--- config.mk ---
export PLATFORM = sky130hd
export DESIGN_NAME = rede_io_host
export DESIGN_NICKNAME = d
export VERILOG_FILES = /design/src/rtl/rede_io_host_pkg.sv /design/src/rtl/rede_io_host_fifo.sv /design/src/rtl/rede_io_host.sv
export SDC_FILE = /design/constraint.sdc
export NUM_CORES = 2
export LEC_CHECK = 0
export CAP_MARGIN = 20
export CORE_MARGIN = 2
export CORE_UTILIZATION = 45
export CTS_CLUSTER_DIAMETER = 100
export CTS_CLUSTER_SIZE = 12
export DETAILED_ROUTE_END_ITERATION = 12
export GPL_TIMING_DRIVEN = 0
export SLEW_MARGIN = 10
export SYNTH_ARGS = -nofsm -noshare
export SYNTH_HDL_FRONTEND = slang
export SYNTH_SLANG_ARGS = --single-unit
--- constraint.sdc ---
create_clock -name clk -period 12.1 [get_ports clk]
set_input_delay 3.025 -clock clk [delete_from_list [all_inputs] [get_ports clk]]
set_output_delay 3.025 -clock clk [all_outputs]
set_load 0.01 [all_outputs]
--- src/rtl/rede_io_host_pkg.sv ---
// Shared defaults and helpers for the rede host-side I/O block.
package rede_io_host_pkg;

  localparam int unsigned NUBITS_DEF = 31;
  localparam int unsigned NUIOIN_DEF = 4;
  localparam int unsigned NUIOOU_DEF = 4;
  localparam int unsigned IDEPTH_DEF = 8;
  localparam int unsigned ODEPTH_DEF = 16;

  // Index width for n channels; a single channel still gets a 1-bit index.
  function automatic int unsigned idx_w(input int unsigned n);
    return (n > 1) ? $clog2(n) : 1;
  endfunction

endpackage

--- src/rtl/rede_io_host_fifo.sv ---
// Synchronous FIFO with a zero-latency head output; head reads 0 when empty.
module rede_io_host_fifo #(
  parameter int unsigned W     = 32,
  parameter int unsigned DEPTH = 8
) (
  input  logic         clk,
  input  logic         rst,
  input  logic         push,
  input  logic         pop,
  input  logic [W-1:0] din,
  output logic [W-1:0] head,
  output logic         full,
  output logic         empty
);

  localparam int unsigned AW = $clog2(DEPTH);
  localparam int unsigned CW = AW + 1;

  logic [W-1:0]  mem [DEPTH];
  logic [AW-1:0] wr_ptr;
  logic [AW-1:0] rd_ptr;
  logic [CW-1:0] count;
  logic          do_push;
  logic          do_pop;

  // Full/empty come from the registered count, so a same-cycle pop never frees a slot.
  assign full    = (count == CW'(DEPTH));
  assign empty   = (count == '0);
  assign do_push = push && !full;
  assign do_pop  = pop && !empty;
  assign head    = empty ? '0 : mem[rd_ptr];

  always_ff @(posedge clk or negedge rst) begin
    if (!rst) begin
      wr_ptr <= '0;
      rd_ptr <= '0;
      count  <= '0;
    end else begin
      if (do_push) wr_ptr <= wr_ptr + AW'(1);
      if (do_pop)  rd_ptr <= rd_ptr + AW'(1);
      case ({do_push, do_pop})
        2'b10:   count <= count + CW'(1);
        2'b01:   count <= count - CW'(1);
        default: count <= count;
      endcase
    end
  end

  always_ff @(posedge clk) begin
    if (do_push) mem[wr_ptr] <= din;
  end

endmodule

--- src/rtl/rede_io_host.sv ---
// Host-side I/O partner of rede: per-channel input FIFOs feed io_in, a tagged output FIFO captures io_out.
module rede_io_host
  import rede_io_host_pkg::*;
#(
  parameter int unsigned NUBITS = NUBITS_DEF,
  parameter int unsigned NUIOIN = NUIOIN_DEF,
  parameter int unsigned NUIOOU = NUIOOU_DEF,
  parameter int unsigned IDEPTH = IDEPTH_DEF,
  parameter int unsigned ODEPTH = ODEPTH_DEF,
  localparam int unsigned ICW   = idx_w(NUIOIN),
  localparam int unsigned OCW   = idx_w(NUIOOU)
) (
  input  logic              clk,
  input  logic              rst,
  input  logic [NUBITS-1:0] s_data,
  input  logic [ICW-1:0]    s_chan,
  input  logic              s_valid,
  output logic              s_ready,
  output logic [NUBITS-1:0] io_in,
  input  logic [NUIOIN-1:0] req_in,
  input  logic [NUBITS-1:0] io_out,
  input  logic [NUIOOU-1:0] out_en,
  output logic [NUBITS-1:0] m_data,
  output logic [OCW-1:0]    m_chan,
  output logic              m_valid,
  input  logic              m_ready,
  output logic [NUIOIN-1:0] udf_flag,
  output logic              ovf_flag,
  input  logic              flag_clr
);

  localparam int unsigned OW = NUBITS + OCW;

  logic [NUBITS-1:0] in_head [NUIOIN];
  logic [NUIOIN-1:0] in_full;
  logic [NUIOIN-1:0] in_empty;
  logic [NUIOIN-1:0] in_push;
  logic [NUIOIN-1:0] in_pop;
  logic [NUIOIN-1:0] udf_set;
  logic [ICW-1:0]    req_idx;
  logic              req_any;
  logic [OCW-1:0]    out_idx;
  logic              out_any;
  logic [OW-1:0]     o_head;
  logic              o_full;
  logic              o_empty;

  // Lowest set bit wins on both strobes; extra bits are ignored.
  always_comb begin
    req_any = 1'b0;
    req_idx = '0;
    for (int i = int'(NUIOIN) - 1; i >= 0; i--) begin
      if (req_in[i]) begin
        req_any = 1'b1;
        req_idx = ICW'(i);
      end
    end
  end

  always_comb begin
    out_any = 1'b0;
    out_idx = '0;
    for (int i = int'(NUIOOU) - 1; i >= 0; i--) begin
      if (out_en[i]) begin
        out_any = 1'b1;
        out_idx = OCW'(i);
      end
    end
  end

  // s_chan decode; an out-of-range channel matches nothing and leaves s_ready low.
  always_comb begin
    s_ready = 1'b0;
    in_push = '0;
    in_pop  = '0;
    udf_set = '0;
    for (int k = 0; k < int'(NUIOIN); k++) begin
      if (s_chan == ICW'(k)) begin
        s_ready    = !in_full[k];
        in_push[k] = s_valid && !in_full[k];
      end
      if (req_any && (req_idx == ICW'(k))) begin
        in_pop[k]  = 1'b1;
        udf_set[k] = in_empty[k];
      end
    end
  end

  assign io_in = req_any ? in_head[req_idx] : '0;

  for (genvar g = 0; g < int'(NUIOIN); g++) begin : g_in
    rede_io_host_fifo #(.W(NUBITS), .DEPTH(IDEPTH)) u_in_fifo (
      .clk   (clk),
      .rst   (rst),
      .push  (in_push[g]),
      .pop   (in_pop[g]),
      .din   (s_data),
      .head  (in_head[g]),
      .full  (in_full[g]),
      .empty (in_empty[g])
    );
  end

  rede_io_host_fifo #(.W(OW), .DEPTH(ODEPTH)) u_out_fifo (
    .clk   (clk),
    .rst   (rst),
    .push  (out_any),
    .pop   (m_ready),
    .din   ({out_idx, io_out}),
    .head  (o_head),
    .full  (o_full),
    .empty (o_empty)
  );

  assign m_valid          = !o_empty;
  assign {m_chan, m_data} = o_head;

  // Sticky error flags; a clear in the same cycle beats a new set.
  always_ff @(posedge clk or negedge rst) begin
    if (!rst) begin
      udf_flag <= '0;
      ovf_flag <= 1'b0;
    end else if (flag_clr) begin
      udf_flag <= '0;
      ovf_flag <= 1'b0;
    end else begin
      udf_flag <= udf_flag | udf_set;
      ovf_flag <= ovf_flag | (out_any && o_full);
    end
  end

endmodule

==> results by group <==
Placed design
  – Routability cong.: ~0.84
  – Dpl ws: between 1.5 and 2 ns
  – Port bufs: ~150
  – Cell area after placement: between 0.06 and 0.07 mm²
  – Placed cell count: approximately 5000
  – DP HPWL: around 99 mm

STA
  – Worst slew pin tran: around 1.1 ns
  – Final Cycle Share: between 80% and 90%
  – Final hold viol count: 0
  – Worst slew margin: between 20% and 30%
  – Fmax: between 90 and 100 MHz
  – Final setup fails: 0
  – Final Max Tran Viols: 0
  – Fin crit period: about 10 ns
  – Clock Skews: around 0.029 ns
  – Setup ws final: around 2 ns
  – RSZ-0062 raised after global routing: false
  – Setup TNS: 0 ns

Die
  – Die X: 374 µm
  – Area of the core: 0.136 mm²
  – Die area: about 0.14 mm²
  – Initial Util: between 40 and 50%
  – Rows: ~140
  – IO Count: 148
  – Height of the die: around 370 µm

Critical path
  – CP Class: primary input to primary output
  – Worst path most repeated cell: clkdlybuf4s50_1
  – Highest-delay cell along the critical path: a2111oi_0
  – Startpoint Class: primary input
  – Req. time, crit path: just over 9 ns
  – CP Capture Type: primary output
  – CP cell instances: clkdlybuf4s50_1 > nand2b_1 > a21oi_1 > nor2b_1 > clkbuf_1 > a221oi_1 > a2111oi_0 > clkdlybuf4s50_1
  – Crit path DAT: between 7 and 8 ns
  – CP Max Fanout: 10
  – Worst path max stage delay: around 0.91 ns

Global routing
  – First-pass GRT wire length: 214 mm
  – Gr usage total: 21.1%
  – Pin count of the biggest net entering global routing: 53
  – Antenna violations before repair: 10
  – Global route total overflow: 0
  – Vias in the first global route: between 30000 and 40000

Clock network
  – Post-CTS Resized: 0
  – CTS Hold Bufs: 0
  – H-Tree Depth: 4
  – CTS Buffer Depth: 3
  – TritonCTS clock tree: done
  – CTS Root Buffer Type: clkbuf_16
  – Clk sinks: between 1500 and 2000
  – Clk pin slew, worst setup/hold paths: around 0.060 ns
  – Post-CTS Setup Bufs: 0
  – Cts bufs inserted: 149
  – Clock latency on the worst-skew pair: between 0.7 and 0.8 ns

Finish
  – Multi-input gate area: 0.0140 mm²
  – Share of layout cells above drive strength 1: a little under a quarter
  – Commonest cells after routing, fill and taps aside: edfxtp_1, mux4_2, mux2i_1, clkbuf_16, clkdlybuf4s50_1
  – Cell area after layout: slightly above 0.07 mm²
  – Area added between synthesis and finish: 15.9%
  – FF/Latch Area: ~0.047 mm²
  – Commonest non-fill, non-tap cell in the layout: edfxtp_1
  – Nets: ~3500
  – Finished Layout Cells: 5225
  – Post-layout util: a little over half
  – Fillcell total: 10547

Outcome
  – Status: complete, no violations

Routing
  – Starting DRT DRC Count: 2940
  – WL per Instance: approximately 28 µm
  – Vias: 30517
  – Remaining DRCs: 0
  – WL final: 148 mm
  – Antenna Nets Post-Route: 0
  – Pre-Repair DR Iteration Count: 5
  – Post-DR vias/cell: a little under 6

Synth
  – Synth top area share: between 70% and 80%
  – #FFs+latches synth: 1578
  – Synthesized area: slightly above 0.06 mm²
  – EDFF count, synth: 1520
  – Largest area contributor in the netlist: edfxtp_1
  – Sequential cell area fraction in the yosys report: ~76%
  – Post-synthesis cell type count: 49
  – Syn Nets: roughly 3000
  – Commonest register cell after synthesis: edfxtp_1
  – Async S/R FF share, synth: between 3 and 4%
  – Top post-synthesis cells by area: edfxtp_1, mux4_2, mux2i_1
  – Syn Inst Count: 2934
  – Mean Syn Cell Area: 21.0 µm²
  – Ys Warns: 0

Worst hold path
  – Path category of the worst min-delay check: flop to flop

Flow run
  – Max Cap Viol: 0

Power and ir drop
  – Maximum vdd drop: around 0.00023 V
  – Static leakage: 23.3 nW
  – Pwr/cell area: ~230 mW/mm²
==> registers in the layout, summed over array words and instances (netlist names) <==
| register | cells |
|---|---|
| g_in.u_in_fifo.mem | 992 |
| u_out_fifo.rd_ptr | 4 |
| g_in.u_in_fifo.wr_ptr | 12 |
| g_in.u_in_fifo.rd_ptr | 12 |
| u_out_fifo.mem | 528 |
| g_in.u_in_fifo.count | 16 |
| ovf_flag | 1 |
| u_out_fifo.count | 5 |
| udf_flag | 4 |
| u_out_fifo.wr_ptr | 4 |
==> worst paths after layout <==
| kind | startpoint | endpoint | slack [ns] | cells after the start |
|---|---|---|---|---|
| worst min-delay path | udf_flag[3] | udf_flag[3] | 0.50 | 2 |
| worst max-delay path | req_in[2] | io_in[4] | 2.06 | 8 |
| worst max register to register | u_out_fifo.count[0] | u_out_fifo.count[4] | 8.62 | 11 |
| max in group asynchronous | rst | u_out_fifo.count[1] | 9.39 | 2 |
| worst min register to register | udf_flag[3] | udf_flag[3] | 0.50 | 2 |
| min in group asynchronous | rst | g_in[3].u_in_fifo.wr_ptr[0] | 2.10 | 1 |
==> metal layers <==
metal	GRT usage, %	routed length (µm)	vias to the layer above
met5	0	77	-
met4	7.24	4180	14
met3	4.30	9660	232
met2	35.7	74400	1048
met1	27.4	59400	16178
li1	-	-	13045
==> Yosys cell counts, types with 23 or more instances <==
master,instances
a21oi_1,51
a221oi_1,59
a22o_1,30
a22oi_1,66
and2_1,58
buf_2,47
clkbuf_1,61
dfrtp_1,58
edfxtp_1,1520
ha_1,29
mux2_2,44
mux2i_1,270
mux4_2,285
nand2_1,43
nor2_1,41
nor2b_1,25
xnor2_1,23
==> power breakdown <==
part	internal (mW)	switching, mW
Clock	2.36	1.92
Sequential	6.55	0.198
Combinational	2.46	2.93
==> metrics by stage <==
stage | hold WS (ns) | total power [mW]
floorplan | 0.464 | 10.1
global route | 0.531 | 17.1
global placement | 0.482 | 12.0
CTS | 0.506 | 16.6
detailed placement | 0.492 | 12.3
finish | 0.501 | 16.4
==> worst max-delay path: cells and delay by family <==
kind	cells	cell delay, ns
compound gates	3	1.41
buf+inv	3	1.76
simple gates	2	0.81
==> cells by family (layout without fill, tap and decap cells) <==
kind of cell    count (synthesis)  count (layout)  share of synthesized area (%)
buf+inv                       177             685                           1.52
simple gates                  230             230                           1.97
fa+ha+maj                      30              30                          0.620
other cells                     0               2                              0
compound gates                275             275                           3.37
xor+xnor                       45              45                          0.638
mux                           599             599                           15.6
flops                        1578            1578                           76.3
==> cell type report <==
cell class                 instances  area share [%]
antenna                            2         0.00700
buffer                           158            1.22
clock buffer                     225            5.82
clock inverter                     9           0.157
inverter                          19          0.0997
multi-input combinational       1179            19.5
sequential                      1578            65.8
tap                             1781            3.12
timing repair buffer             274            4.21
Power figures use the tool's default switching activity.
